File: src/rtl/mac_host_driver.sv
// mac_host_driver: host-side driver for the iterative MAC's Tiny Tapeout pins.
// Accepts an operand command, drives load/start pulses onto ui_in/uio_in,
// waits for the MAC's done pulse, reads the accumulator back one byte at a
// time through uo_out and presents the little-endian result on a
// valid/ready port.
//
// Optional feature: define MAC_HOST_TIMEOUT_EN to bound the wait for done to
// TIMEOUT cycles; an expired wait returns res_err=1 with res_data=0.
//
// Ports:
//   clk, rst                      clock, synchronous active-high reset
//   cmd_valid/cmd_ready           command handshake
//   cmd_a, cmd_b, cmd_clr         operands and clear-before-MAC flag
//   res_valid/res_ready           result handshake
//   res_data, res_err             assembled accumulator, timeout flag
//   pin_ui, pin_uio               drive MAC ui_in / uio_in
//   pin_uo, pin_uio_out           MAC uo_out (selected byte) / uio_out (busy, done)
module mac_host_driver #(
    parameter int unsigned ACC_W   = 24,
    parameter int unsigned TIMEOUT = 255
) (
    input  logic             clk,
    input  logic             rst,
    input  logic             cmd_valid,
    output logic             cmd_ready,
    input  logic [7:0]       cmd_a,
    input  logic [7:0]       cmd_b,
    input  logic             cmd_clr,
    output logic             res_valid,
    input  logic             res_ready,
    output logic [ACC_W-1:0] res_data,
    output logic             res_err,
    output logic [7:0]       pin_ui,
    output logic [7:0]       pin_uio,
    input  logic [7:0]       pin_uo,
    input  logic [7:0]       pin_uio_out
);

    localparam int unsigned NB    = ACC_W / 8;
    localparam int unsigned IDX_W = 2;

    typedef enum logic [2:0] {
        S_IDLE,
        S_LOAD_A,
        S_LOAD_B,
        S_WAIT,
        S_READ,
        S_HOLD
    } state_t;

    state_t             r_state, w_state_nxt;
    logic [7:0]         r_a, w_a_nxt;
    logic [7:0]         r_b, w_b_nxt;
    logic               r_clr, w_clr_nxt;
    logic [IDX_W-1:0]   r_idx, w_idx_nxt;
    logic               r_phase, w_phase_nxt;
    logic               r_cmd_ready, w_cmd_ready_nxt;
    logic               r_res_valid, w_res_valid_nxt;
    logic [ACC_W-1:0]   r_res_data, w_res_data_nxt;
    logic               r_res_err, w_res_err_nxt;
    logic [7:0]         r_pin_ui, w_pin_ui_nxt;
    logic [7:0]         r_pin_uio, w_pin_uio_nxt;
    logic               w_done;

`ifdef MAC_HOST_TIMEOUT_EN
    localparam int unsigned CNT_W = (TIMEOUT < 2) ? 1 : $clog2(TIMEOUT + 1);
    logic [CNT_W-1:0]   r_cnt, w_cnt_nxt;
`endif

    assign w_done = pin_uio_out[6];

    // busy and the spare uio_out bits carry no control meaning here
    logic w_unused;
    assign w_unused = &{1'b0, pin_uio_out[7], pin_uio_out[5:0], (TIMEOUT != 0)};

    // next-state, datapath and registered-output values
    always_comb begin
        w_state_nxt    = r_state;
        w_a_nxt        = r_a;
        w_b_nxt        = r_b;
        w_clr_nxt      = r_clr;
        w_idx_nxt      = r_idx;
        w_phase_nxt    = r_phase;
        w_res_data_nxt = r_res_data;
        w_res_err_nxt  = r_res_err;
`ifdef MAC_HOST_TIMEOUT_EN
        w_cnt_nxt      = r_cnt;
`endif

        case (r_state)
            S_IDLE: begin
                if (cmd_valid && r_cmd_ready) begin
                    w_a_nxt     = cmd_a;
                    w_b_nxt     = cmd_b;
                    w_clr_nxt   = cmd_clr;
                    w_state_nxt = S_LOAD_A;
                end
            end
            S_LOAD_A: w_state_nxt = S_LOAD_B;
            S_LOAD_B: begin
                w_state_nxt = S_WAIT;
`ifdef MAC_HOST_TIMEOUT_EN
                w_cnt_nxt   = '0;
`endif
            end
            S_WAIT: begin
                if (w_done) begin
                    w_state_nxt = S_READ;
                    w_idx_nxt   = '0;
                    w_phase_nxt = 1'b0;
                end
`ifdef MAC_HOST_TIMEOUT_EN
                else if (r_cnt == CNT_W'(TIMEOUT - 1)) begin
                    w_state_nxt    = S_HOLD;
                    w_res_err_nxt  = 1'b1;
                    w_res_data_nxt = '0;
                end else begin
                    w_cnt_nxt = r_cnt + CNT_W'(1);
                end
`endif
            end
            S_READ: begin
                // phase 0 presents the byte select, phase 1 captures uo_out
                if (!r_phase) begin
                    w_phase_nxt = 1'b1;
                end else begin
                    for (int unsigned i = 0; i < NB; i++) begin
                        if (r_idx == IDX_W'(i)) begin
                            w_res_data_nxt[8*i +: 8] = pin_uo;
                        end
                    end
                    w_phase_nxt = 1'b0;
                    if (r_idx == IDX_W'(NB - 1)) begin
                        w_state_nxt = S_HOLD;
                    end else begin
                        w_idx_nxt = r_idx + IDX_W'(1);
                    end
                end
            end
            S_HOLD: begin
                if (res_ready) begin
                    w_state_nxt   = S_IDLE;
                    w_res_err_nxt = 1'b0;
                end
            end
            default: w_state_nxt = S_IDLE;
        endcase

        // outputs are registered, so they are decoded from the next state
        w_cmd_ready_nxt = (w_state_nxt == S_IDLE);
        w_res_valid_nxt = (w_state_nxt == S_HOLD);
        w_pin_ui_nxt    = 8'h00;
        w_pin_uio_nxt   = 8'h00;
        case (w_state_nxt)
            S_LOAD_A: begin
                w_pin_ui_nxt  = w_a_nxt;
                w_pin_uio_nxt = {5'b0, w_clr_nxt, 1'b0, 1'b1};
            end
            S_LOAD_B: begin
                w_pin_ui_nxt  = w_b_nxt;
                w_pin_uio_nxt = 8'h02;
            end
            S_READ:   w_pin_uio_nxt = {2'b00, w_idx_nxt, 4'b0000};
            default: ;
        endcase
    end

    // state and output registers
    always_ff @(posedge clk) begin
        if (rst) begin
            r_state     <= S_IDLE;
            r_a         <= '0;
            r_b         <= '0;
            r_clr       <= 1'b0;
            r_idx       <= '0;
            r_phase     <= 1'b0;
            r_cmd_ready <= 1'b0;
            r_res_valid <= 1'b0;
            r_res_data  <= '0;
            r_res_err   <= 1'b0;
            r_pin_ui    <= '0;
            r_pin_uio   <= '0;
`ifdef MAC_HOST_TIMEOUT_EN
            r_cnt       <= '0;
`endif
        end else begin
            r_state     <= w_state_nxt;
            r_a         <= w_a_nxt;
            r_b         <= w_b_nxt;
            r_clr       <= w_clr_nxt;
            r_idx       <= w_idx_nxt;
            r_phase     <= w_phase_nxt;
            r_cmd_ready <= w_cmd_ready_nxt;
            r_res_valid <= w_res_valid_nxt;
            r_res_data  <= w_res_data_nxt;
            r_res_err   <= w_res_err_nxt;
            r_pin_ui    <= w_pin_ui_nxt;
            r_pin_uio   <= w_pin_uio_nxt;
`ifdef MAC_HOST_TIMEOUT_EN
            r_cnt       <= w_cnt_nxt;
`endif
        end
    end

    assign cmd_ready = r_cmd_ready;
    assign res_valid = r_res_valid;
    assign res_data  = r_res_data;
    assign res_err   = r_res_err;
    assign pin_ui    = r_pin_ui;
    assign pin_uio   = r_pin_uio;

endmodule
File: config.mk
export PLATFORM = sky130hd
export DESIGN_NAME = mac_host_driver
export DESIGN_NICKNAME = d
export VERILOG_FILES = /design/src/rtl/mac_host_driver.sv
export SDC_FILE = /design/constraint.sdc
export NUM_CORES = 1
export LEC_CHECK = 0
export CORE_MARGIN = 4
export CORE_UTILIZATION = 43
export CTS_CLUSTER_DIAMETER = 50
export DETAILED_ROUTE_END_ITERATION = 12
export HOLD_SLACK_MARGIN = 0.03
export PLACE_DENSITY = 0.79
export SETUP_SLACK_MARGIN = 0.02
export SLEW_MARGIN = 20
export SYNTH_ARGS = -nofsm -noshare
export SYNTH_HDL_FRONTEND = slang
export SYNTH_SLANG_ARGS = --single-unit
File: constraint.sdc
create_clock -name clk -period 2 [get_ports clk]
set_input_delay 0.4 -clock clk [delete_from_list [all_inputs] [get_ports clk]]
set_output_delay 0.4 -clock clk [all_outputs]
set_load 0.01 [all_outputs]
==> impl_metrics.py, run 1 <==
metrics = {
    "pwr": {
        "vdd_drop_max_v": 0.000349,
        "power_uw": 2020,
        "leakagePower_uw": 0.000990,
        "power_density_nw_per_um2": 703,
    },
    "sta": {
        "grt_setup_unrepaired": "false",
        "finalHoldViolCount": 0,
        "finalSetupViolations": 0,
        "finalCritPeriodShare": 0.833,
        "maxSlewViolCount": 0,
        "slew_headroom": 0.654,
        "max_freq_mhz": 600,
        "worst_pin_slew_ns": 0.515,
        "layout_min_cycle_time_ns": 1.67,
        "fin_skew_ns": 0.00508,
        "whs_ns": 0.478,
        "fin_tns_setup_ns": 0,
    },
    "clocking": {
        "post_cts_resized": 0,
        "cts_inserted_buffers": 5,
        "clk_pin_slew_worst_paths_ns": 0.09,
        "cts_tree": "done",
        "cts_sinks": 53,
        "clkLatencyLatePin_ns": 0.30,
        "postCtsSetupRepairBufs": 0,
        "root_buffer": "clkbuf_8",
        "cts_buffer_depth": 2,
        "postCtsHoldBufs": 0,
        "htreeDepth": 2,
    },
    "finish": {
        "fin_nets": 331,
        "design_area_um2": 2880,
        "drive_above_1_share": 0.0651,
        "num_antenna_cells": 0,
        "area_growth_pct": 38.6,
    },
    "worst_setup_path": {
        "path_buf_inv": 0,
        "critPathLaunchType": "flip-flop",
        "max_stage_delay_ns": 0.62,
        "r2r_end": "pin_ui[1]$_SDFF_PP0_",
        "critPathMaxFanout": 12,
        "cp_slowest_cell": "or4b_1",
        "crit_type": "reg -> reg",
        "arrival_ns": 1.91,
        "r2r_slack_ns": 0.33,
        "worstPathCellList": "or4b_1 -> nor3_4 -> a22o_1",
        "ff2ff_path_depth": 3,
        "worst_setup_path_end_kind": "flip-flop",
        "path_delay_family": "simple AND/OR/NAND/NOR gates",
        "required_ns": 2.24,
        "rr_startpoint": "r_state[0]$_SDFF_PP0_",
    },
    "hold_path": {
        "hold_start": "r_b[3]$_SDFF_PP0_",
        "holdPathStages": 1,
        "hp-class": "reg -> reg",
        "holdPathEnd": "pin_ui[3]$_SDFF_PP0_",
    },
    "synth": {
        "synth_cells": 231,
        "synth_area_per_cell_um2": 8.99,
        "yosys_warnings": 0,
        "synthArstFlopShare": 0,
        "synthTopCellsByArea": "dfxtp_1, a21oi_1, nand3_1",
        "yosysUniqueCellTypes": 34,
        "synth_top_area_share": 0.511,
        "synth_seq_cells": 53,
        "synth-edff-count": 0,
        "ys.flop_type": "dfxtp_1",
        "yosysTopAreaCell": "dfxtp_1",
        "synth_area_um2": 2080,
        "yosysSeqAreaShare": 0.511,
    },
    "placed_design": {
        "placement.io_buffers": 68,
        "placed_area_um2": 2780,
        "dp_hpwl_um": 3700,
        "gp_congestion": 0.822,
    },
    "global_routing": {
        "grt_pass1_vias": 1749,
        "antenna_found_initial": 0,
        "grt-ovfl-total": 0,
        "grt_usage": 0.173,
        "grt_pass1_wl_um": 8400,
        "grt_max_degree": 33,
    },
    "drt": {
        "wl_per_cell_um": 14.7,
        "dr.pass1.iters": 5,
        "vias": 1881,
        "avgViaCountPerCell": 5.44,
        "detail_route.iter0.violations": 153,
        "drt_wl_total_um": 5100,
        "drc": 0,
        "drtAntennaViolNets": 0,
    },
    "floorplan": {
        "ios": 80,
        "core-area_um2": 4690,
        "die_h_um": 77.5,
        "rows": 25,
        "die_x_um": 77.5,
        "start_util": 0.443,
        "die_area_um2": 6010,
    },
    "job": {
        "drv_cap": 0,
    },
    "status": {
        "outcome": "completed",
    },
}
==> cells by family after synthesis <==
group                      share of synthesized area
adders and majority gates                     0.0181
other                                        0.00181
AOI/OAI and AO/OA                              0.236
DFF                                            0.511
and+or+nand+nor                                0.161
buffers and inverters                         0.0723
==> synthesized netlist by cell type (2+ instances only) <==
library cell and number:
nor2_1 2, nand2_1 4, inv_1 8, o21ai_1 15
buf_2 6, clkbuf_1 13, ha_1 3, o21ai_0 19
a22o_1 8, nand4_1 2, dfxtp_1 53, buf_4 4
nor2b_1 2, a211oi_1 3, a21oi_1 35, nand3_1 34
buf_1 3
==> per-stage QoR <==
step | util | setup slack (ns) | std cells
2_1_floorplan | - | 0.558 | 234
3_3_place_gp | 0.592 | 0.238 | 338
3_5_place_dp | 0.592 | 0.225 | 338
4_1_cts | 0.613 | 0.305 | 346
5_1_grt | 0.613 | 0.205 | 346
6_report | 0.613 | 0.334 | 346
==> area by class of cell <==
type	instances	area (um2)
Sequential cell	53	1060
Timing Repair Buffer	76	741
Multi-Input combinational cell	147	877
Clock buffer	7	96.3
Tap cell	54	67.6
Clock inverter	1	5.00
Inverter	8	30.0
Fill cell	411	1810
==> cells in the final DEF, fill, tap and decap left out, drive strengths merged, types with 2 or more instances in the layout <==
cell type / n
nor2b: 2
a21oi: 35
clkbuf: 7
nand4: 2
o21ai: 34
a211oi: 3
nand2: 4
a22o: 8
dfxtp: 53
nand3: 34
ha: 3
nor3: 2
inv: 8
nor2: 2
buf: 8
conb: 4
clkdlybuf4s50: 68
==> layer usage <==
layer / global-route usage / up-vias / share of wire
met1: 0.209 / 886 / 0.42
met3: 0.0383 / 8 / 0.046
met2: 0.298 / 46 / 0.52
met4: 0.0676 / 0 / 0.017
li1: - / 941 / -
met5: 0 / - / 0
==> sequential cells by signal, indices dropped and copies added, names as in the netlist <==
name / count
cmd_ready: 1
pin_ui: 8
pin_uio: 5
r_b: 8
r_idx: 2
r_phase: 1
r_state: 3
res_data: 24
res_valid: 1
==> power by group <==
| group | leakage [uW] | internal [uW] | switching (uW) |
|---|---|---|---|
| logic | 0.000507 | 147 | 123 |
| registers | 0.000428 | 1090 | 26.6 |
| clock network | 0.0000542 | 313 | 326 |
==> worst max-delay path by stage <==
| stage | from | end | slack [ns] | cells past startpoint |
|---|---|---|---|---|
| floorplan | r_state[1]$_SDFF_PP0_ | r_b[7]$_SDFF_PP0_ | 0.56 | 5 |
| global placement | cmd_valid | pin_ui[7]$_SDFF_PP0_ | 0.24 | 4 |
| detailed placement | cmd_valid | pin_ui[1]$_SDFF_PP0_ | 0.23 | 4 |
| CTS | r_state[0]$_SDFF_PP0_ | pin_ui[1]$_SDFF_PP0_ | 0.31 | 3 |
| global route | r_state[0]$_SDFF_PP0_ | r_phase$_SDFFE_PP0P_ | 0.20 | 3 |
| finish | r_state[0]$_SDFF_PP0_ | pin_ui[1]$_SDFF_PP0_ | 0.33 | 3 |
(Power assumes the default switching activity.)
==> inputs of run 2 (changes only) <==
--- a/config.mk
+++ b/config.mk
@@ -6,11 +6,11 @@
 export NUM_CORES = 1
 export LEC_CHECK = 0
 export CORE_MARGIN = 4
-export CORE_UTILIZATION = 43
+export CORE_UTILIZATION = 39
 export CTS_CLUSTER_DIAMETER = 50
 export DETAILED_ROUTE_END_ITERATION = 12
 export HOLD_SLACK_MARGIN = 0.03
-export PLACE_DENSITY = 0.79
+export PLACE_DENSITY = 0.75
 export SETUP_SLACK_MARGIN = 0.02
 export SLEW_MARGIN = 20
 export SYNTH_ARGS = -nofsm -noshare
==> constraint.sdc (replaced) <==
create_clock -name clk -period 1.4 [get_ports clk]
set_input_delay 0.28 -clock clk [delete_from_list [all_inputs] [get_ports clk]]
set_output_delay 0.28 -clock clk [all_outputs]
set_load 0.01 [all_outputs]
==> run 2 against run 1 <==
Net effect: the run now ends with setup timing left; register-to-register slack lost 0.34 ns; clock-buffer cell count is the same; clock skew is essentially flat; die area grew 9.2%; combinational power grew 73%; critical path type unchanged.
==> impl_metrics.py, run 2 (synthesis gave the netlist of run 1 again) <==
metrics = {
    "sta": {
        "whs_ns": 0.464,
        "setup_slack_ns": -0.00862,
        "finalHoldViolCount": 0,
        "finalSetupViolations": 8,
        "maxSlewViolCount": 0,
        "fin_skew_ns": 0.00517,
        "layout_min_cycle_time_ns": 1.41,
        "finalCritPeriodShare": 1.01,
        "max_freq_mhz": 710,
        "grt_setup_unrepaired": "true",
    },
    "placed_design": {
        "dp_slack_ns": -0.285,
        "gp_congestion": 0.799,
        "placement.io_buffers": 68,
        "placed_area_um2": 2940,
        "dp.cells": 373,
        "dp_hpwl_um": 4010,
    },
    "global_routing": {
        "antenna_found_initial": 0,
        "grt_pass1_vias": 1854,
        "grt-ovfl-total": 0,
        "grt_max_degree": 33,
        "grt_usage": 0.165,
        "grt_pass1_wl_um": 8420,
    },
    "floorplan": {
        "rows": 26,
        "die_area_um2": 6560,
        "core-area_um2": 5140,
        "start_util": 0.404,
        "ios": 80,
        "die_x_um": 81.0,
        "die_h_um": 81.0,
    },
    "status": {
        "outcome": "finished with violations",
        "violations": "setup timing",
    },
    "finish": {
        "num_antenna_cells": 0,
        "mostFrequentLayoutCell": "dfxtp_1",
        "largest_reg_flops": 24,
        "design_area_um2": 3100,
        "area_growth_pct": 49.2,
        "stdcell_count": 382,
        "fin_nets": 352,
        "most-common-layout-cells": "dfxtp_1, dlygate4sd2_1, a21oi_1",
        "drive_above_1_share": 0.170,
    },
    "clocking": {
        "cts_buffer_depth": 2,
        "cts_inserted_buffers": 5,
        "cts_tree": "done",
        "postCtsHoldBufs": 0,
        "clk_pin_slew_worst_paths_ns": 0.09,
        "clkLatencyLatePin_ns": 0.29,
        "cts_sinks": 53,
        "htreeDepth": 2,
        "root_buffer": "clkbuf_8",
    },
    "worst_setup_path": {
        "max_stage_delay_ns": 0.56,
        "cp_slowest_cell": "or4b_4",
        "worst_setup_path_end_kind": "flip-flop",
        "required_ns": 1.64,
        "critPathMaxFanout": 10,
        "arrival_ns": 1.65,
        "path_delay_family": "simple AND/OR/NAND/NOR gates",
        "critPathLaunchType": "flip-flop",
        "crit_type": "reg -> reg",
        "path_buf_inv": 1,
        "worstPathCellList": "or4b_4 -> nor3_4 -> buf_6 -> a22o_1",
    },
    "hold_path": {
        "hp-class": "reg -> reg",
    },
    "drt": {
        "wl_per_cell_um": 14.6,
        "dr.pass1.iters": 4,
        "detail_route.iter0.violations": 158,
        "drtAntennaViolNets": 0,
        "drt_wl_total_um": 5590,
        "drc": 0,
        "avgViaCountPerCell": 5.17,
        "vias": 1976,
    },
    "pwr": {
        "power_density_nw_per_um2": 932,
        "vdd_drop_max_v": 0.000446,
        "leakagePower_uw": 0.00129,
    },
    "job": {
        "drv_cap": 0,
    },
}
==> run 2: changes by cell type in the layout (fill, tap and decap cells not counted), sizes merged <==
cell	previous run	this run
dlygate4sd2	0	39
inv	8	7
buf	8	29
clkinv	1	0
clkinvlp	0	1
clkdlybuf4s50	68	29
==> run 2: repair_timing <==
item	in CTS	in global routing
endpoints found under the setup margin	67	45
pin swaps	0	1
gates cloned	0	1
buffers inserted	0	1
gates resized for setup	46	28
==> run 2: final cells by class <==
cell class	instances	area, um2
well taps	70	87.6
multi-input cells	147	952
inverters	8	33.8
flip-flops and latches	53	1070
clock buffers	7	86.3
fillers	475	2040
repair buffers	97	872
==> run 2: worst min-delay path, delay by kind of cell (launching register included) <==
kind               cells  cell delay [ns]
AOI/OAI and AO/OA      2             0.10
DFF                    1             0.32
==> run 2: per-stage QoR <==
step | power (uW) | util | setup TNS, ns
after floorplan | 1840 | - | -0.275
after global placement | 2050 | 0.572 | -4.28
after detailed placement | 2060 | 0.572 | -4.90
after CTS | 2900 | 0.585 | -0.000198
after global routing | 3010 | 0.603 | -0.407
final | 2890 | 0.603 | -0.0352
==> run 2: path summary, 6_finish.rpt <==
kind                                            start  depth (start not counted)  slack, ns                   end
worst min-delay path                r_b[7]$_SDFF_PP0_                          2       0.46     r_b[7]$_SDFF_PP0_
worst max-delay path            r_state[1]$_SDFF_PP0_                          4     -0.009  pin_ui[5]$_SDFF_PP0_
worst min register to register      r_b[7]$_SDFF_PP0_                          2       0.46     r_b[7]$_SDFF_PP0_
worst max register to register  r_state[1]$_SDFF_PP0_                          4     -0.009  pin_ui[5]$_SDFF_PP0_
==> run 2: power by group <==
| part | leakage (uW) | internal [uW] | switching, uW | total (uW) |
|---|---|---|---|---|
| combinational | 0.000811 | 252 | 214 | 466 |
| sequential | 0.000430 | 1560 | 25.0 | 1580 |
| clock | 0.0000443 | 393 | 449 | 842 |
| total | 0.00129 | 2200 | 688 | 2890 |
==> run 2: layer usage <==
metal | vias up | share of wire | GRT usage
li1 | 986 | - | -
met1 | 929 | 0.42 | 0.194
met2 | 55 | 0.52 | 0.295
met3 | 6 | 0.041 | 0.0255
met4 | 0 | 0.014 | 0.0726
met5 | - | 0 | 0
==> patch (config.mk and constraints of run 2) <==
Build with the macro `MAC_HOST_TIMEOUT_EN` defined.
--- a/src/rtl/mac_host_driver.sv
+++ b/src/rtl/mac_host_driver.sv
@@ -17,2 +17,4 @@
 //   pin_uo, pin_uio_out           MAC uo_out (selected byte) / uio_out (busy, done)
+`define MAC_HOST_TIMEOUT_EN
+
 module mac_host_driver #(
Check against the original RTL: same outputs for any inputs over 10 cycles, from zero or initial values and one cycle with rst high; that may be too few to reach the edited logic, so the function may still have changed.
==> patch against run 2 <==
Area after synthesis rose by 22%. Worst setup slack worse by 0.20 ns. Worst hold slack improved by 0.0065 ns. Cell count increased by 14%. Routed wire length is 32% higher. The run still ends with setup timing left. Non-clock buffer count up 20. Sequential cell count is 9 higher. Critical path depth increased by 2. First-iteration DRC count decreased by 38%. Design area grew 36%.
Power is not compared: it rests on default switching activity, and its combinational part moved more than twofold at a synthesized area within 25%.
==> patch: results (changes against run 2) <==
Placed design
  – Hpwl dp: 4604 microns (+15%)
  – Placed cell area: 3598 sq um (+22%)
  – IO buf count: 69 (+1.5%)

Global routing
  – Largest net degree at the start of global routing: 14 (-58%)
  – Global-route wire length before repair: 10,810 microns (+28%)

Run status
  – Outcome: finished with violations
  – Failing checks: setup timing

Worst hold path
  – Hold endpoint: r_b[0]

Routing
  – Vias/cell: 5.280 (+2.1%)
  – Detailed-route wire length: 7406 microns (+32%)
  – Routed WL per cell: 16.99 microns (+16%)
  – DRT iter0 DRCs: 98 (-38%)

Worst setup path
  – R2r endpoint: pin_uio[5]
  – Critical path's slowest cell: a2111oi_1
  – Crit path max-delay family: compound AO/OA/AOI/OAI gates
  – R2R Path Start: r_idx[1]
  – Slowest stage delay, CP: 0.41 ns (-0.15 ns)
  – Worst-path fanout max: 3 (-7)

Logic synthesis
  – Compound-Gate Fraction of Synth Area: 20.70% (-2.9 points)
  – Mapped Cells: 241 (+4.3%)
  – Synth Area in Adders: 2.964% (+1.2 points)
  – Seq/Total Area, Yosys: 49.01% (-2.1 points)
  – Mux cell area share after synthesis: 2.767% (+2.8 points)
  – Largest cells by area after synthesis: dfxtp_1 49%, a22o_1 8.6%, nor2_1 3.3%
  – XOR/XNOR share of the synthesized area: 2.075% (+2.1 points)

Clock tree
  – Clock slew at reported path FFs: 0.07 ns (-0.02 ns)
  – H-tree levels: 3 (+1)
  – Clk_lat worst skew: 0.34 ns (+0.05 ns)

STA
  – Final Skew: 0.009484 ns (+0.004313 ns)
  – Final TNS setup: -7.627 ns (-7.591 ns)
  – Slack of the critical path: -0.2109 ns (-0.2023 ns)
  – Final Setup Violations: 55 (+47)

Finish
  – Layout cells sized above 1: 34.26% (+17 points)
  – # fillers: 506 (+6.5%)
  – Sequential Area: 1260 sq um (+18%)
patch: logic make-up (layout without fill, tap and decap cells):
family          count (synthesis)  count (layout)
fa+ha+maj                       6               6
compound gates                 61              61
simple gates                   74              75
flops                          62              62
other cells                     1               3
xor+xnor                        6               6
mux                             7               7
buf+inv                        24             139
patch: layer usage:
metal | GRT usage (%) | share of wire, % | up-vias
met1 | 22.84 | 44 | 1114
met4 | 7.418 | 1.2 | 0
met3 | 3.538 | 5.9 | 8
met2 | 29.64 | 49 | 83
met5 | 0 | 0 | -
li1 | - | - | 1097
patch: final cells by class:
| cell class | instances | area share [%] |
|---|---|---|
| multi-input combinational | 158 | 35.40 |
| sequential | 62 | 29.93 |
| clock buffer | 10 | 3.270 |
| tap | 77 | 2.289 |
| clock inverter | 6 | 2.200 |
| timing repair buffer | 117 | 26.25 |
| inverter | 6 | 0.6540 |
patch: timing repair:
| action | in CTS | in global routing |
|---|---|---|
| cloned | 1 | 0 |
| endpoints found under the setup margin | 98 | 59 |
| endpoints found under the hold margin | 0 | 0 |
| resized for setup | 87 | 33 |
| buffers inserted | 8 | 2 |
| pin swaps | 42 | 16 |
patch: worst max-delay path by stage:
stage	startpoint	to	slack (ns)
after floorplan	r_state[0]	pin_ui[1]	-0.1
after global placement	pin_uio_out[6]	pin_uio[4]	-0.50
after detailed placement	pin_uio_out[6]	pin_uio[4]	-0.64
after CTS	r_state[1]	res_data[10]	-0.21
after global routing	r_idx[1]	res_data[3]	-0.26
final	r_idx[1]	pin_uio[5]	-0.21
patch: report_power, final:
part / switching (mW) / internal, mW
clock network: 0.755 / 1.06
logic: 0.576 / 0.675
registers: 0.107 / 1.88
total: 1.44 / 3.62
